$ cat src/rtl/dmem_arbiter_if.sv
// Bundle between the two data-RAM requesters, the RAM and the arbiter.
// The arbiter uses the slave view; the requesters and RAM together use the master view.
interface dmem_arbiter_if #(
    parameter int AW = 32,
    parameter int DW = 32
);
    logic          p0_req;
    logic          p0_we;
    logic          p0_lock;
    logic [AW-1:0] p0_addr;
    logic [DW-1:0] p0_wval;
    logic          p0_ack;
    logic [DW-1:0] p0_rval;
    logic          p0_rvalid;

    logic          p1_req;
    logic          p1_we;
    logic          p1_lock;
    logic [AW-1:0] p1_addr;
    logic [DW-1:0] p1_wval;
    logic          p1_ack;
    logic [DW-1:0] p1_rval;
    logic          p1_rvalid;

    logic [AW-1:0] mem_addr;
    logic [DW-1:0] mem_wval;
    logic          mem_we;
    logic [DW-1:0] mem_rval;

    modport slave (
        input  p0_req, p0_we, p0_lock, p0_addr, p0_wval,
        input  p1_req, p1_we, p1_lock, p1_addr, p1_wval,
        input  mem_rval,
        output p0_ack, p0_rval, p0_rvalid,
        output p1_ack, p1_rval, p1_rvalid,
        output mem_addr, mem_wval, mem_we
    );

    modport master (
        output p0_req, p0_we, p0_lock, p0_addr, p0_wval,
        output p1_req, p1_we, p1_lock, p1_addr, p1_wval,
        output mem_rval,
        input  p0_ack, p0_rval, p0_rvalid,
        input  p1_ack, p1_rval, p1_rvalid,
        input  mem_addr, mem_wval, mem_we
    );
endinterface

$ cat src/rtl/dmem_arbiter.sv
// Round-robin arbiter sharing one data RAM between the CPU port and a second master.
// One access per cycle, bounded burst lock, registered read return.
module dmem_arbiter #(
    parameter int AW       = 32,
    parameter int DW       = 32,
    parameter int MAX_HOLD = 4
) (
    input logic           clock,
    input logic           reset,
    dmem_arbiter_if.slave bus
);
    localparam int HW = $clog2(MAX_HOLD) + 1;
    localparam logic [HW-1:0] HOLD_LAST = HW'(MAX_HOLD - 1);

    typedef enum logic [1:0] {IDLE, GNT0, GNT1} state_t;

    state_t        state;
    state_t        state_nxt;
    logic          rr;
    logic [HW-1:0] hold;
    logic [HW-1:0] hold_nxt;

    logic          sel1;
    logic          own_req;
    logic          own_we;
    logic          own_lock;
    logic [AW-1:0] own_addr;
    logic [DW-1:0] own_wval;
    logic          other_req;

    logic          ack0;
    logic          ack1;
    logic          we_out;
    logic [AW-1:0] addr_out;
    logic [DW-1:0] wval_out;

    logic          rvalid0;
    logic          rvalid1;
    logic [DW-1:0] rval0;
    logic [DW-1:0] rval1;

    assign sel1      = (state == GNT1);
    assign own_req   = sel1 ? bus.p1_req  : bus.p0_req;
    assign own_we    = sel1 ? bus.p1_we   : bus.p0_we;
    assign own_lock  = sel1 ? bus.p1_lock : bus.p0_lock;
    assign own_addr  = sel1 ? bus.p1_addr : bus.p0_addr;
    assign own_wval  = sel1 ? bus.p1_wval : bus.p0_wval;
    assign other_req = sel1 ? bus.p0_req  : bus.p1_req;

    always_comb begin
        state_nxt = state;
        hold_nxt  = '0;
        ack0      = 1'b0;
        ack1      = 1'b0;
        we_out    = 1'b0;
        addr_out  = '0;
        wval_out  = '0;
        unique case (state)
            IDLE: begin
                if (bus.p0_req && bus.p1_req)
                    state_nxt = rr ? GNT1 : GNT0;
                else if (bus.p0_req)
                    state_nxt = GNT0;
                else if (bus.p1_req)
                    state_nxt = GNT1;
            end
            GNT0, GNT1: begin
                addr_out = own_addr;
                wval_out = own_wval;
                we_out   = own_req & own_we;
                ack0     = ~sel1 & own_req;
                ack1     = sel1 & own_req;
                if (own_req && own_lock && hold < HOLD_LAST)
                    hold_nxt = hold + HW'(1);
                else if (other_req)
                    state_nxt = sel1 ? GNT0 : GNT1;
                else if (!own_req)
                    state_nxt = IDLE;
            end
            default: state_nxt = IDLE;
        endcase
        // a reset landing mid-access must not let the RAM write on that edge
        if (reset) begin
            ack0     = 1'b0;
            ack1     = 1'b0;
            we_out   = 1'b0;
            addr_out = '0;
            wval_out = '0;
        end
    end

    always_ff @(posedge clock) begin
        if (reset) begin
            state   <= IDLE;
            rr      <= 1'b0;
            hold    <= '0;
            rvalid0 <= 1'b0;
            rvalid1 <= 1'b0;
            rval0   <= '0;
            rval1   <= '0;
        end else begin
            state   <= state_nxt;
            hold    <= hold_nxt;
            if (ack0)
                rr <= 1'b1;
            else if (ack1)
                rr <= 1'b0;
            rvalid0 <= ack0 & ~bus.p0_we;
            rvalid1 <= ack1 & ~bus.p1_we;
            if (ack0 && !bus.p0_we)
                rval0 <= bus.mem_rval;
            if (ack1 && !bus.p1_we)
                rval1 <= bus.mem_rval;
        end
    end

    assign bus.p0_ack    = ack0;
    assign bus.p1_ack    = ack1;
    assign bus.p0_rval   = rval0;
    assign bus.p1_rval   = rval1;
    assign bus.p0_rvalid = rvalid0;
    assign bus.p1_rvalid = rvalid1;
    assign bus.mem_addr  = addr_out;
    assign bus.mem_wval  = wval_out;
    assign bus.mem_we    = we_out;
endmodule

$ cat src/flat_wrapper.sv
// flat-port wrapper written by rule: the top's interface ports become plain ports
module dmem_arbiter_flat 
#(
    parameter int AW       = 32,
    parameter int DW       = 32,
    parameter int MAX_HOLD = 4
)
  (clock, reset, bus_p0_req, bus_p0_we, bus_p0_lock, bus_p0_addr, bus_p0_wval, bus_p1_req, bus_p1_we, bus_p1_lock, bus_p1_addr, bus_p1_wval, bus_mem_rval, bus_p0_ack, bus_p0_rval, bus_p0_rvalid, bus_p1_ack, bus_p1_rval, bus_p1_rvalid, bus_mem_addr, bus_mem_wval, bus_mem_we);
  dmem_arbiter_if #(.AW(AW), .DW(DW)) bus_i ();
  input logic clock;
  input logic reset;
  input wire logic [$bits(bus_i.p0_req)-1:0] bus_p0_req;
  input wire logic [$bits(bus_i.p0_we)-1:0] bus_p0_we;
  input wire logic [$bits(bus_i.p0_lock)-1:0] bus_p0_lock;
  input wire logic [$bits(bus_i.p0_addr)-1:0] bus_p0_addr;
  input wire logic [$bits(bus_i.p0_wval)-1:0] bus_p0_wval;
  input wire logic [$bits(bus_i.p1_req)-1:0] bus_p1_req;
  input wire logic [$bits(bus_i.p1_we)-1:0] bus_p1_we;
  input wire logic [$bits(bus_i.p1_lock)-1:0] bus_p1_lock;
  input wire logic [$bits(bus_i.p1_addr)-1:0] bus_p1_addr;
  input wire logic [$bits(bus_i.p1_wval)-1:0] bus_p1_wval;
  input wire logic [$bits(bus_i.mem_rval)-1:0] bus_mem_rval;
  output wire logic [$bits(bus_i.p0_ack)-1:0] bus_p0_ack;
  output wire logic [$bits(bus_i.p0_rval)-1:0] bus_p0_rval;
  output wire logic [$bits(bus_i.p0_rvalid)-1:0] bus_p0_rvalid;
  output wire logic [$bits(bus_i.p1_ack)-1:0] bus_p1_ack;
  output wire logic [$bits(bus_i.p1_rval)-1:0] bus_p1_rval;
  output wire logic [$bits(bus_i.p1_rvalid)-1:0] bus_p1_rvalid;
  output wire logic [$bits(bus_i.mem_addr)-1:0] bus_mem_addr;
  output wire logic [$bits(bus_i.mem_wval)-1:0] bus_mem_wval;
  output wire logic [$bits(bus_i.mem_we)-1:0] bus_mem_we;
  assign bus_i.p0_req = bus_p0_req;
  assign bus_i.p0_we = bus_p0_we;
  assign bus_i.p0_lock = bus_p0_lock;
  assign bus_i.p0_addr = bus_p0_addr;
  assign bus_i.p0_wval = bus_p0_wval;
  assign bus_i.p1_req = bus_p1_req;
  assign bus_i.p1_we = bus_p1_we;
  assign bus_i.p1_lock = bus_p1_lock;
  assign bus_i.p1_addr = bus_p1_addr;
  assign bus_i.p1_wval = bus_p1_wval;
  assign bus_i.mem_rval = bus_mem_rval;
  assign bus_p0_ack = bus_i.p0_ack;
  assign bus_p0_rval = bus_i.p0_rval;
  assign bus_p0_rvalid = bus_i.p0_rvalid;
  assign bus_p1_ack = bus_i.p1_ack;
  assign bus_p1_rval = bus_i.p1_rval;
  assign bus_p1_rvalid = bus_i.p1_rvalid;
  assign bus_mem_addr = bus_i.mem_addr;
  assign bus_mem_wval = bus_i.mem_wval;
  assign bus_mem_we = bus_i.mem_we;
  dmem_arbiter #(.AW(AW), .DW(DW), .MAX_HOLD(MAX_HOLD)) u_core (.clock(clock), .reset(reset), .bus(bus_i));
endmodule
$ cat config.mk
export PLATFORM = sky130hd
export DESIGN_NAME = dmem_arbiter_flat
export DESIGN_NICKNAME = d
export VERILOG_FILES = /design/src/rtl/dmem_arbiter_if.sv /design/src/rtl/dmem_arbiter.sv /design/src/flat_wrapper.sv
export SDC_FILE = /design/constraint.sdc
export NUM_CORES = 1
export LEC_CHECK = 0
export ABC_AREA = 0
export CORE_AREA = 2 2 115 117
export CTS_BUF_LIST = sky130_fd_sc_hd__clkbuf_4
export DETAILED_ROUTE_END_ITERATION = 16
export DIE_AREA = 0 0 117 119
export GPL_TIMING_DRIVEN = 0
export HOLD_SLACK_MARGIN = 0.15
export PLACE_DENSITY = 0.75
export SYNTH_ARGS = -nofsm -noshare
export SYNTH_HDL_FRONTEND = slang
export SYNTH_SLANG_ARGS = --single-unit
$ cat constraint.sdc
create_clock -name clock -period 5.4 [get_ports clock]
set_input_delay 1.08 -clock clock [delete_from_list [all_inputs] [get_ports clock]]
set_output_delay 1.08 -clock clock [all_outputs]
set_load 0.005 [all_outputs]
==> flow_summary.json <==
{
  "status": "finished clean",
  "hold_depth": 1,
  "route.met3.wl_microns": 1360,
  "dp_hpwl_microns": 13500,
  "finalCriticalPeriod_ps": 4230,
  "met1_length_microns": 6690,
  "postRouteAntennaNets": 0,
  "synth_area_per_cell_sq_um": 8.07,
  "boundaryPins": 301,
  "hold_slack_ps": 459,
  "critPathArrivalTime_ps": 3150,
  "tns_ps": 0,
  "rsz0062_at_grt": "false",
  "n_fill_cell": 1192,
  "mostFrequentLayoutCell": "clkdlybuf4s50_1",
  "criticalPathCategory": "in -> out",
  "cts_post_setup_buffers_inserted": 0,
  "fmax_mhz": 237,
  "path_clk_slew_ps": 100,
  "worstPathRequired_ps": 4320,
  "layout_common_cells": "299 x clkdlybuf4s50_1, 104 x nand2_1, 72 x dfxtp_1, 70 x mux2i_1, 70 x nor2_1",
  "p_leak_nw": 2.47,
  "worstPathMaxFanout": 10,
  "final_nets": 962,
  "maxCapViolCount": 0,
  "start_util_pct": 30.0,
  "grt_antenna_before_repair": 0,
  "p_sw_uw": 680,
  "slowest_stage": "clkbuf_1",
  "clockBufferDepth": 2,
  "fin_crit_sh_pct": 78.3,
  "dp_cells": 954,
  "p_sw_share_pct": 35.3,
  "power.density_mw_per_mm2": 268,
  "muxShareOfSynthArea_pct": 18.1,
  "area_delta_synth_final_pct": 86.0,
  "crit_chain": "clkbuf_1, nand2b_4, clkbuf_1, clkbuf_1, nor2_1, clkdlybuf4s50_1",
  "port-buffer-count": 299,
  "hp-start": "u_core.hold[0]$_SDFF_PP0_",
  "rows": 42,
  "wl_per_cell_microns": 16.7,
  "peakVddDrop_v": 0.000130,
  "synth-adder-area-share_pct": 1.62,
  "synth_compound_gate_area_share_pct": 12.7,
  "synth-xor-area-share_pct": 0.227,
  "maxSlewHeadroom_pct": 48.8,
  "ff2ff_setup_slack_ps": 3210,
  "p_comb_share_pct": 54.9,
  "cts_hold_buf": 0,
  "crit_top_cell": "clkbuf_1",
  "cts.sinks": 72,
  "grt_pass1_wl_microns": 24300,
  "track_usage_pct": 22.8,
  "htreeDepth": 3,
  "root_buffer": "clkbuf_4",
  "end_kind": "primary output",
  "drt-initial-drc-count": 184,
  "finalSetupViolations": 0,
  "report.final.slew_viol_count": 0,
  "yosys_warnings": 0,
  "core_sq_mm": 0.0129,
  "wl_met2_microns": 7860,
  "worst_slew_pin_slew_ps": 768,
  "insertion_delay_ps": 410,
  "p_seq_share_pct": 30.3,
  "reg2regPathDepth": 9,
  "worstHoldEndpoint": "u_core.hold[0]$_SDFF_PP0_",
  "postSynthCellCount": 479,
  "die_w_microns": 117,
  "cpPeakStageDelay_ps": 490,
  "drc": 0,
  "power_mw": 1.92,
  "syn_area_sq_mm": 0.00386,
  "hp-class": "reg -> reg",
  "synth_nets": 652,
  "cts_tree": "done",
  "worstReg2RegEnd": "u_core.bus.p1_rval[5]$_SDFFE_PP0P_",
  "synth_cell_type_count": 28,
  "critPathLaunchType": "input port",
  "drive_gt1_share_pct": 11.8,
  "grt_pass1_vias": 4559,
  "p_int_mw": 1.24,
  "fp.dieH_microns": 119,
  "grt_overflow_total": 0,
  "ys_ff_latch": 72,
  "synth_top_family_by_area": "simple AND/OR/NAND/NOR gates",
  "gp_congestion": 0.907,
  "num_vias": 4459,
  "routed.top_layer": "met4",
  "die-area_sq_mm": 0.0139,
  "synth-simple-area-share_pct": 23.7,
  "final_cells": 970,
  "drt-total-wl_microns": 16200,
  "post_cts_resized": 0,
  "synth.yosys.seq_area_share_pct": 37.3,
  "reg2reg_from": "u_core.state[1]$_SDFFE_PP0P_",
  "cts_buffers": 9,
  "drt_first_pass_iters": 4,
  "grt_max_degree": 12,
  "diodes": 0,
  "viasPerCell": 4.60,
  "hold_violations": 0,
  "p_clk_share_pct": 14.8,
  "fin_worst_skew_ps": 6.82
}
## worst max-delay path: cells and delay by family
family        cells  cell delay [ps]
buf+inv           4             1650
simple gates      2              400
## synth_stat cells
master	n	area [sq um]
nand2_1	104	390
dfxtp_1	72	1440
mux2i_1	70	701
nor2_1	70	263
a21oi_1	37	185
a21oi_2	29	254
nand2_2	29	181
clkbuf_1	17	63.8
buf_2	14	70.1
ha_1	5	62.6
nand2b_1	5	31.3
inv_1	4	15.0
buf_12	3	60.1
buf_1	2	7.51
nor3_1	2	10.0
o21ai_0	2	10.0
o22a_1	2	17.5
or4_1	2	15.0
a21o_1	1	7.51
a2bb2oi_1	1	8.76
buf_6	1	11.3
inv_2	1	3.75
inv_8	1	11.3
nand2b_4	1	13.8
nor2b_1	1	6.26
o21bai_1	1	7.51
or3_1	1	6.26
xnor2_1	1	8.76
## state kept, by name, summed over array words and instances (netlist names)
| signal | cells |
|---|---|
| u_core.bus.p0_rvalid | 1 |
| u_core.hold | 3 |
| u_core.bus.p0_rval | 32 |
| u_core.rr | 1 |
| u_core.bus.p1_rvalid | 1 |
| u_core.bus.p1_rval | 32 |
| u_core.state | 2 |
## stage by stage
stage          instance area [sq um]  worst slack, ps  utilization, %
2_1_floorplan                   3860             2260               -
4_1_cts                         7190             1170            55.8
5_1_grt                         7190             1050            55.8
3_5_place_dp                    7080             1180            55.0
6_report                        7190             1170            55.8
3_3_place_gp                    7080             1210            55.0
## power by group through the flow
| stage | clock network [mW] | registers, mW | logic, mW |
|---|---|---|---|
| detailed placement | 0 | 0.594 | 1.05 |
| CTS | 0.294 | 0.581 | 1.06 |
| global route | 0.321 | 0.585 | 1.13 |
| floorplan | 0 | 0.592 | 0.527 |
| global placement | 0 | 0.592 | 1.04 |
| finish | 0.285 | 0.582 | 1.06 |
## cells by family (layout without fill, tap and decap cells)
group	Yosys count	in the layout
multiplexers	70	70
XOR/XNOR	1	1
adder cells (fa/ha/maj)	5	5
AND/OR/NAND/NOR	215	215
buffers and inverters	43	358
flip-flops	72	72
AO/OA/AOI/OAI	73	73
## cell type report
type / instances / area (sq um) / area share [%]
Buffer: 37 / 213 / 2.96
Timing Repair Buffer: 299 / 2990 / 41.6
Inverter: 6 / 30.0 / 0.418
Tap cell: 176 / 220 / 3.06
Clock inverter: 4 / 21.3 / 0.296
Clock buffer: 12 / 90.1 / 1.25
Multi-Input combinational cell: 364 / 2180 / 30.3
Sequential cell: 72 / 1440 / 20.1
## layer usage
| metal | up-vias | global-route usage [%] |
|---|---|---|
| met1 | 2052 | 27.8 |
| met2 | 196 | 38.5 |
| met4 | 0 | 5.96 |
| li1 | 2188 | - |
| met5 | - | 0 |
| met3 | 23 | 7.12 |
## how the worst max path moves through the flow
| stage | startpoint | endpoint | cells past startpoint |
|---|---|---|---|
| floorplan | reset | bus_mem_addr[12] | 5 |
| global placement | reset | bus_mem_addr[29] | 6 |
| detailed placement | reset | bus_mem_addr[29] | 6 |
| CTS | reset | bus_mem_addr[29] | 6 |
| global route | reset | bus_mem_addr[29] | 6 |
| finish | reset | bus_mem_addr[29] | 6 |
(Power assumes the default switching activity.)
